### src/rtl/hbridge_startup_sequencer.sv
`timescale 1ns/1ps
// Registered H-bridge gate stage: bootstrap pre-charge, forced sigma=+1, then dead-timed pass-through
// with a latched shoot-through fault. Define HB_WATCHDOG_EN to add a stalled-input watchdog in RUN.
module hbridge_startup_sequencer #(
    parameter int CLK_DIV     = 100,
    parameter int T_PRECHARGE = 11,
    parameter int T_FORCE     = 6,
    parameter int T_WDT       = 50
) (
    input  logic       i_clock,
    input  logic       i_RESET,
    input  logic       i_enable,
    input  logic       i_fault_clear,
    input  logic [3:0] i_Q,
    output logic [3:0] o_Q,
    output logic [2:0] o_state,
    output logic       o_on,
    output logic       o_vg,
    output logic       o_fault,
    output logic [1:0] o_fault_code
);

    localparam int MAX_T = (T_PRECHARGE > T_FORCE)
                         ? ((T_PRECHARGE > T_WDT) ? T_PRECHARGE : T_WDT)
                         : ((T_FORCE > T_WDT) ? T_FORCE : T_WDT);
    localparam int CNT_W = $clog2(MAX_T * CLK_DIV);

    localparam logic [CNT_W-1:0] PRE_LAST   = CNT_W'(T_PRECHARGE * CLK_DIV - 1);
    localparam logic [CNT_W-1:0] FORCE_LAST = CNT_W'(T_FORCE * CLK_DIV - 1);
`ifdef HB_WATCHDOG_EN
    localparam logic [CNT_W-1:0] WDT_LAST   = CNT_W'(T_WDT * CLK_DIV - 1);
`endif

    typedef enum logic [2:0] {
        ST_IDLE      = 3'd0,
        ST_PRECHARGE = 3'd1,
        ST_FORCE     = 3'd2,
        ST_RUN       = 3'd3,
        ST_FAULT     = 3'd4
    } state_t;

    state_t           state_q, state_d;
    logic [CNT_W-1:0] cnt_q, cnt_d;
    logic [3:0]       gate_q, gate_d;
    logic             en_q;
    logic             on_q, on_d;
    logic             vg_q, vg_d;
    logic             fault_q, fault_d;
    logic [1:0]       code_q, code_d;
    logic             shoot;
`ifdef HB_WATCHDOG_EN
    logic [3:0]       iq_prev_q;
`endif

    assign shoot = (i_Q[0] & i_Q[2]) | (i_Q[1] & i_Q[3]);

    always_comb begin
        state_d = state_q;
        cnt_d   = cnt_q + 1'b1;
        code_d  = code_q;

        // Shoot-through outranks enable loss, which outranks any phase timeout.
        case (state_q)
            ST_IDLE: begin
                if (i_enable) state_d = ST_PRECHARGE;
            end
            ST_PRECHARGE: begin
                if (!i_enable)              state_d = ST_IDLE;
                else if (cnt_q == PRE_LAST) state_d = ST_FORCE;
            end
            ST_FORCE: begin
                if (!i_enable)                state_d = ST_IDLE;
                else if (cnt_q == FORCE_LAST) state_d = ST_RUN;
            end
            ST_RUN: begin
                if (shoot) begin
                    state_d = ST_FAULT;
                    code_d  = 2'b01;
                end else if (!i_enable) begin
                    state_d = ST_IDLE;
                end
`ifdef HB_WATCHDOG_EN
                else if (i_Q != iq_prev_q) begin
                    cnt_d = '0;
                end else if (cnt_q == WDT_LAST) begin
                    state_d = ST_FAULT;
                    code_d  = 2'b10;
                end
`endif
            end
            ST_FAULT: begin
                if (i_fault_clear && !i_enable) begin
                    state_d = ST_IDLE;
                    code_d  = 2'b00;
                end
            end
            default: begin
                state_d = ST_IDLE;
                code_d  = 2'b00;
            end
        endcase

        if (state_d != state_q) cnt_d = '0;

        // Outputs follow the next state so pins and status change on the same edge.
        case (state_d)
            ST_PRECHARGE: gate_d = 4'b1100;
            ST_FORCE:     gate_d = 4'b1001;
            ST_RUN:       gate_d = shoot ? 4'b0000 : i_Q;
            default:      gate_d = 4'b0000;
        endcase

        on_d    = (state_d == ST_FORCE) || (state_d == ST_RUN);
        vg_d    = (state_d == ST_RUN);
        fault_d = (state_d == ST_FAULT);
    end

    always_ff @(posedge i_clock or posedge i_RESET) begin
        if (i_RESET) begin
            state_q   <= ST_IDLE;
            cnt_q     <= '0;
            gate_q    <= 4'b0000;
            en_q      <= 1'b0;
            on_q      <= 1'b0;
            vg_q      <= 1'b0;
            fault_q   <= 1'b0;
            code_q    <= 2'b00;
`ifdef HB_WATCHDOG_EN
            iq_prev_q <= 4'b0000;
`endif
        end else begin
            state_q   <= state_d;
            cnt_q     <= cnt_d;
            gate_q    <= gate_d;
            en_q      <= i_enable;
            on_q      <= on_d;
            vg_q      <= vg_d;
            fault_q   <= fault_d;
            code_q    <= code_d;
`ifdef HB_WATCHDOG_EN
            iq_prev_q <= i_Q;
`endif
        end
    end

    // Independent last-line interlock: pins are forced off one cycle after enable drops.
    assign o_Q          = gate_q & {4{en_q}};
    assign o_state      = state_q;
    assign o_on         = on_q;
    assign o_vg         = vg_q;
    assign o_fault      = fault_q;
    assign o_fault_code = code_q;

endmodule

### config.mk
export PLATFORM = sky130hd
export DESIGN_NAME = hbridge_startup_sequencer
export DESIGN_NICKNAME = d
export VERILOG_FILES = /design/src/rtl/hbridge_startup_sequencer.sv
export SDC_FILE = /design/constraint.sdc
export NUM_CORES = 1
export LEC_CHECK = 0
export ABC_AREA = 0
export CAP_MARGIN = 20
export CORE_MARGIN = 3
export CORE_UTILIZATION = 47
export CTS_CLUSTER_DIAMETER = 50
export DETAILED_ROUTE_END_ITERATION = 12
export PLACE_DENSITY_LB_ADDON = 0.1
export SLEW_MARGIN = 25
export SYNTH_ARGS = -nofsm -noshare
export SYNTH_HDL_FRONTEND = slang
export SYNTH_SLANG_ARGS = --single-unit
### constraint.sdc
create_clock -name i_clock -period 1.9 [get_ports i_clock]
set_clock_uncertainty 0.05 [all_clocks]
set_input_delay 0.285 -clock i_clock [delete_from_list [all_inputs] [get_ports i_clock]]
set_output_delay 0.285 -clock i_clock [all_outputs]
set_load 0.1 [all_outputs]
Word level (Yosys, flattened, before mapping). Cells that the tools add are included.

Bits of input ports: 8. Register bits after elaboration: 26.

Add/subtract/negate cells: 1. Reduce and logical (&&, ||, !) cells: 6. Equality and inequality tests: 13. Multiplexer cells: 15. Bitwise gates (word level): 5.

Operators by type and width (count): $mux W3 (8); $pmux W3 S5 (1); $add A13 B1 Y13 const B (1); $eq A13 B10 Y1 const B (1); $eq A13 B11 Y1 const B (1); $mux W13 (1); $eq A3 B2 Y1 const B (4); $pmux W4 S3 (1); $eq A3 B1 Y1 const B (2); $eq A3 B3 Y1 const B (2); $pmux W2 S3 (1); $and A4 B4 Y4 (1); $mux W2 (2); $mux W4 (1); $ne A2 B2 Y1 const B (2); $logic_not A3 Y1 (1); $ne A3 B3 Y1 (1); $reduce_and A3 Y1 (1); $reduce_or A3 Y1 (1); $and A1 B1 Y1 (2); $logic_and A1 B1 Y1 (1); $logic_not A1 Y1 (1); $logic_or A1 B1 Y1 (1); $not A1 Y1 (1); $or A1 B1 Y1 (1).

Depth between registers and ports, before layout. Gate-level depths: netlist (run 1).

Depth after elaboration: 6. Gate-level depth with buffers: 6. Mapped depth without buffers: 5.

Worst setup path after synthesis (run 1). Ideal clock, no wire load.

Kind: reg-to-reg. From: register state_q[0] (netlist: o_state[0]). To: register cnt_q[10]. Setup slack: -0.368 ns. Required time: 1.730 ns. Data arrival time: 2.099 ns. Library setup time: 0.120 ns. Stages on the path, launching flop included: 7. Cell sequence: dfrtp_1 > clkbuf_1 > nand2_1 > o21ai_1 > a222oi_1 > buf_2 > and3_1.

Cells in the longest elaborated chain, start to end: 5. Elaborated cells between the ends (all ways): 16. Those cells by class: eq/ne (5); mux (10); reduce/logical (1).

Ends and longest elaborated chain: start, declared (RTL line 42) `state_t state_q, state_d;`; start signal, assigned (RTL line 132) `state_q <= state_d;`; $mux W3, on equally long branches (RTL line 79, 69, 73); $mux W3, on equally long branches (RTL line 76, 68, 72); $pmux W3 S5 (RTL line 63) `case (state_q)`; $ne A3 B3 Y1 * (RTL line 103) `if (state_d != state_q) cnt_d = '0;`; $mux W13 * (RTL line 103); net cnt_d[10] (RTL line 43) `logic [CNT_W-1:0] cnt_q, cnt_d;`; end signal, assigned (RTL line 133) `cnt_q <= cnt_d;`; end, declared (RTL line 43).

Mark *: on every way through the listed nets, which the timed path passes. The rest lies on a longest branch. A chain may end at the register's enable or synchronous reset.

Final worst setup path (run 1).
From: register cnt_q[11]. To: register cnt_q[12].

Cells in the longest elaborated chain, start to end: 6. Elaborated cells between the ends (all ways): 10. Those cells by class: add/sub (1); eq/ne (3); mux (6).

Ends and longest elaborated chain (RTL line): $eq A13 B10 Y1 / $eq A13 B11 Y1 (equally long branches) (73, 69); $mux W3, on equally long branches (73, 69); $mux W3, on equally long branches (72, 68); $pmux W3 S5 (63); $ne A3 B3 Y1 (103); $mux W13 * (103); net cnt_d[12] (43).

Marks and branches as above.

==> key figures, run 1 <==
Outcome
  – Status: finished with violations
  – Failing checks: setup timing

Worst setup path
  – WS Path Type: reg -> reg
  – CP required: 2.08 ns
  – Slowest CP cell: or4b_4
  – Crit path max fanout: 6
  – R2R depth: 5
  – Worst setup EP type: flop
  – Critical Path AT: 2.25 ns
  – CP bufs+invs: 1
  – Startpoint Class: flop
  – Largest stage delay on the critical path: 0.58 ns
  – Delay-heaviest family, CP: simple AND/OR/NAND/NOR gates
  – Critical Path, Cell by Cell: or4b_4 > o41ai_4 > a222oi_1 > buf_4 > and3_4
  – Crit path depth: 5

Route
  – Routed wire length: 3540 um
  – Via count: 1218
  – Vias per std cell: 5.80
  – Drt drc: 0
  – Number of DRC markers in iteration 0: 48
  – Antenna viol nets, final: 0
  – WL/cell: 16.8 um
  – First drt pass iteration count: 4

Min path
  – Worst hold path type: in -> async

Timing
  – Hold Slack: 0.232 ns
  – Tcrit/Tclk final: 109%
  – RSZ-0062 raised after global routing: true
  – Fin worst setup slack: -0.169 ns
  – Min Clock Period, post-route: 2.07 ns
  – Max Freq: 0.483 GHz
  – Setup violations, final: 16
  – Worst-margin pin slew: 0.585 ns
  – Slew margin rel.: 61.0%
  – Final Hold Viols: 0
  – Pins over their slew limit: 0
  – Total Neg Setup Slack: -2.16 ns

Floorplan
  – Die area: 0.00351 sq mm
  – Std cell rows: 18
  – Die Wd: 59.3 um
  – Initial Util: 51.5%
  – Die height: 59.3 um
  – # IOs: 20
  – Core area: 0.00259 sq mm

Synthesis
  – Asr flop ratio synth: 100%
  – Synthesized cell area: 0.00133 sq mm
  – Post-synth cell types: 40
  – Register bit total from synthesis: 25
  – Post-synth EDFFs: 0
  – Most used DFF post-synth: dfrtp_1
  – Post-synthesis sequential area ratio: 46.9%
  – Warnings, synthesis: 0
  – Avg Cell Area, Syn: 10.0 sq um
  – Synth Net Count: 142
  – Cell count after synthesis: 133

GRT
  – Met2 global-route usage: 36.7%
  – First-pass GRT wire length: 6120 um
  – Grt met3 use: 4.14%
  – Initial antenna violation count: 0
  – Largest net degree at the start of global routing: 26
  – Grt met1 use: 32.6%
  – Grt ovf: 0
  – GRT busiest layer: met2
  – Vias in the first global route: 1219
  – GRT Total Usage: 23.5%

Pwr
  – Pwr dens: 519 mW/mm^2
  – Leakage: 0.000928 uW
  – VDD IR max: 0.605 mV

CTS
  – TritonCTS clock tree: built
  – Sink Count: 25
  – CTS Hold Bufs: 0
  – CTS root buffer: clkbuf_4
  – TritonCTS Buffers: 3
  – CTS Buffer Depth: 2
  – Clk_lat worst skew: 0.33 ns
  – Reg clk slew, reported paths: 0.15 ns
  – H-tree Lvls: 1

Finish
  – Filler cells: 151
  – Cell area after layout: 0.00206 sq mm
  – Layout area overhead: 54.4%
  – Final nets: 190
  – Post-layout util: 79.5%
  – Area occupied by multi-input gates: 851 sq um
  – Layout cells sized above 1: 46.1%
  – Sequential Area: 634 sq um
  – # diodes: 0

Placed design
  – HPWL after detailed placement: 2370 um
  – Post-placement cell area: 0.00179 sq mm
  – Final Wtd Congestion: 0.821
  – I/O Buffers: 18
  – DP Worst Slack: -0.133 ns

Flow run
  – Max cap viols: 0
path summary, 6_finish.rpt:
kind | from | endpoint | slack, ns
max reg2reg | cnt_q[11] | cnt_q[12] | -0.17
max in group asynchronous | i_RESET | o_state[2] | 1.29
min reg2reg | o_fault_code[0] | o_fault_code[0] | 0.51
min | i_RESET | cnt_q[0] | 0.23
min in group i_clock | o_fault_code[0] | o_fault_code[0] | 0.51
max | cnt_q[11] | cnt_q[12] | -0.17
flip-flops by register name (all words and copies together), names as in the netlist:
name,flops
o_fault_code,1
o_vg,1
cnt_q,13
o_on,1
en_q,1
gate_q,4
o_state,3
o_fault,1
Yosys cell counts (2+ instances only):
cell      instances  area [sq um]
clkbuf_1          4          15.0
nor3_1            2          10.0
nand3_1           4          20.0
xnor2_1          10          87.6
nor2_1            9          33.8
nand4_1           4          25.0
nor4_2            2          25.0
nor2b_1           2          12.5
o41ai_2           2          32.5
and3_1           12          75.1
a211oi_1          3          22.5
o21ai_1           2          10.0
a21oi_1           2          10.0
nand2b_1          2          12.5
inv_1             3          11.3
nand2_1          12          45.0
and2_1            7          43.8
and4_1            3          26.3
dfrtp_1          25           626
o21ai_0           3          15.0
through the flow:
step           instances  total power [uW]
5_1_grt              210              1120
3_5_place_dp         196               798
4_1_cts              207              1060
3_3_place_gp         196               791
2_1_floorplan        133               712
6_report             210              1070
cells by family after synthesis:
kind of cell / share of synthesized area [%]
xor gates and xnor gates: 7.22
DFF: 46.9
AOI/OAI and AO/OA: 12.1
adders and majority gates: 0.938
buffers and inverters: 3.19
and+or+nand+nor: 29.4
other: 0.281
metal layers:
layer / vias up / wire length, um
met5: - / 0
met4: 0 / 75
met3: 8 / 195
met2: 45 / 1770
met1: 596 / 1500
li1: 569 / -
worst reg2reg max path, delay by kind of cell, from the launching register on:
family	cells	cell delay, ns
buffers and inverters	1	0.20
flip-flops	1	0.41
AND/OR/NAND/NOR	2	0.75
AO/OA/AOI/OAI	2	0.56
cell usage in the layout (no fill, tap or decap), types with 3 or more instances in the layout:
master | synthesis | final
nor2_1 | 9 | 5
nand2_1 | 12 | 12
and2_1 | 7 | 7
and4_1 | 3 | 3
nand3_1 | 4 | 4
buf_4 | 1 | 32
clkdlybuf4s50_1 | 0 | 7
dfrtp_1 | 25 | 22
buf_12 | 0 | 7
o21ai_0 | 3 | 3
clkbuf_4 | 0 | 3
nand4_1 | 4 | 4
and3_4 | 0 | 10
xnor2_1 | 10 | 10
inv_1 | 3 | 3
buf_6 | 0 | 4
power breakdown:
group / total (uW) / switching (uW) / leakage [uW] / internal, uW
Sequential: 569 / 17.1 / 0.000331 / 552
Combinational: 250 / 143 / 0.000583 / 107
Clock: 250 / 169 / 0.0000139 / 80.8
Total: 1070 / 329 / 0.000928 / 740
repair_timing:
action,CTS,global route
endpoints found under the setup margin,18,20
hold endpoints to repair,0,0
gates resized for setup,19,17
cloned,2,0
pin swaps,12,9
setup buffers,5,3
layout make-up:
type / instances / share of cell area (%)
Clock inverter: 1 / 0.365
Timing Repair Buffer: 50 / 24.1
Tap cell: 30 / 1.82
Sequential cell: 25 / 30.8
Inverter: 3 / 0.547
Multi-Input combinational cell: 98 / 41.3
Clock buffer: 3 / 1.09
Power figures use the tool's default switching activity.
==> run 2, diff against run 1 <==
SLEW_MARGIN = 10   (was 25)
==> results of run 2 <==
The final DEF is identical to that of run 1; final timing and power are the same.
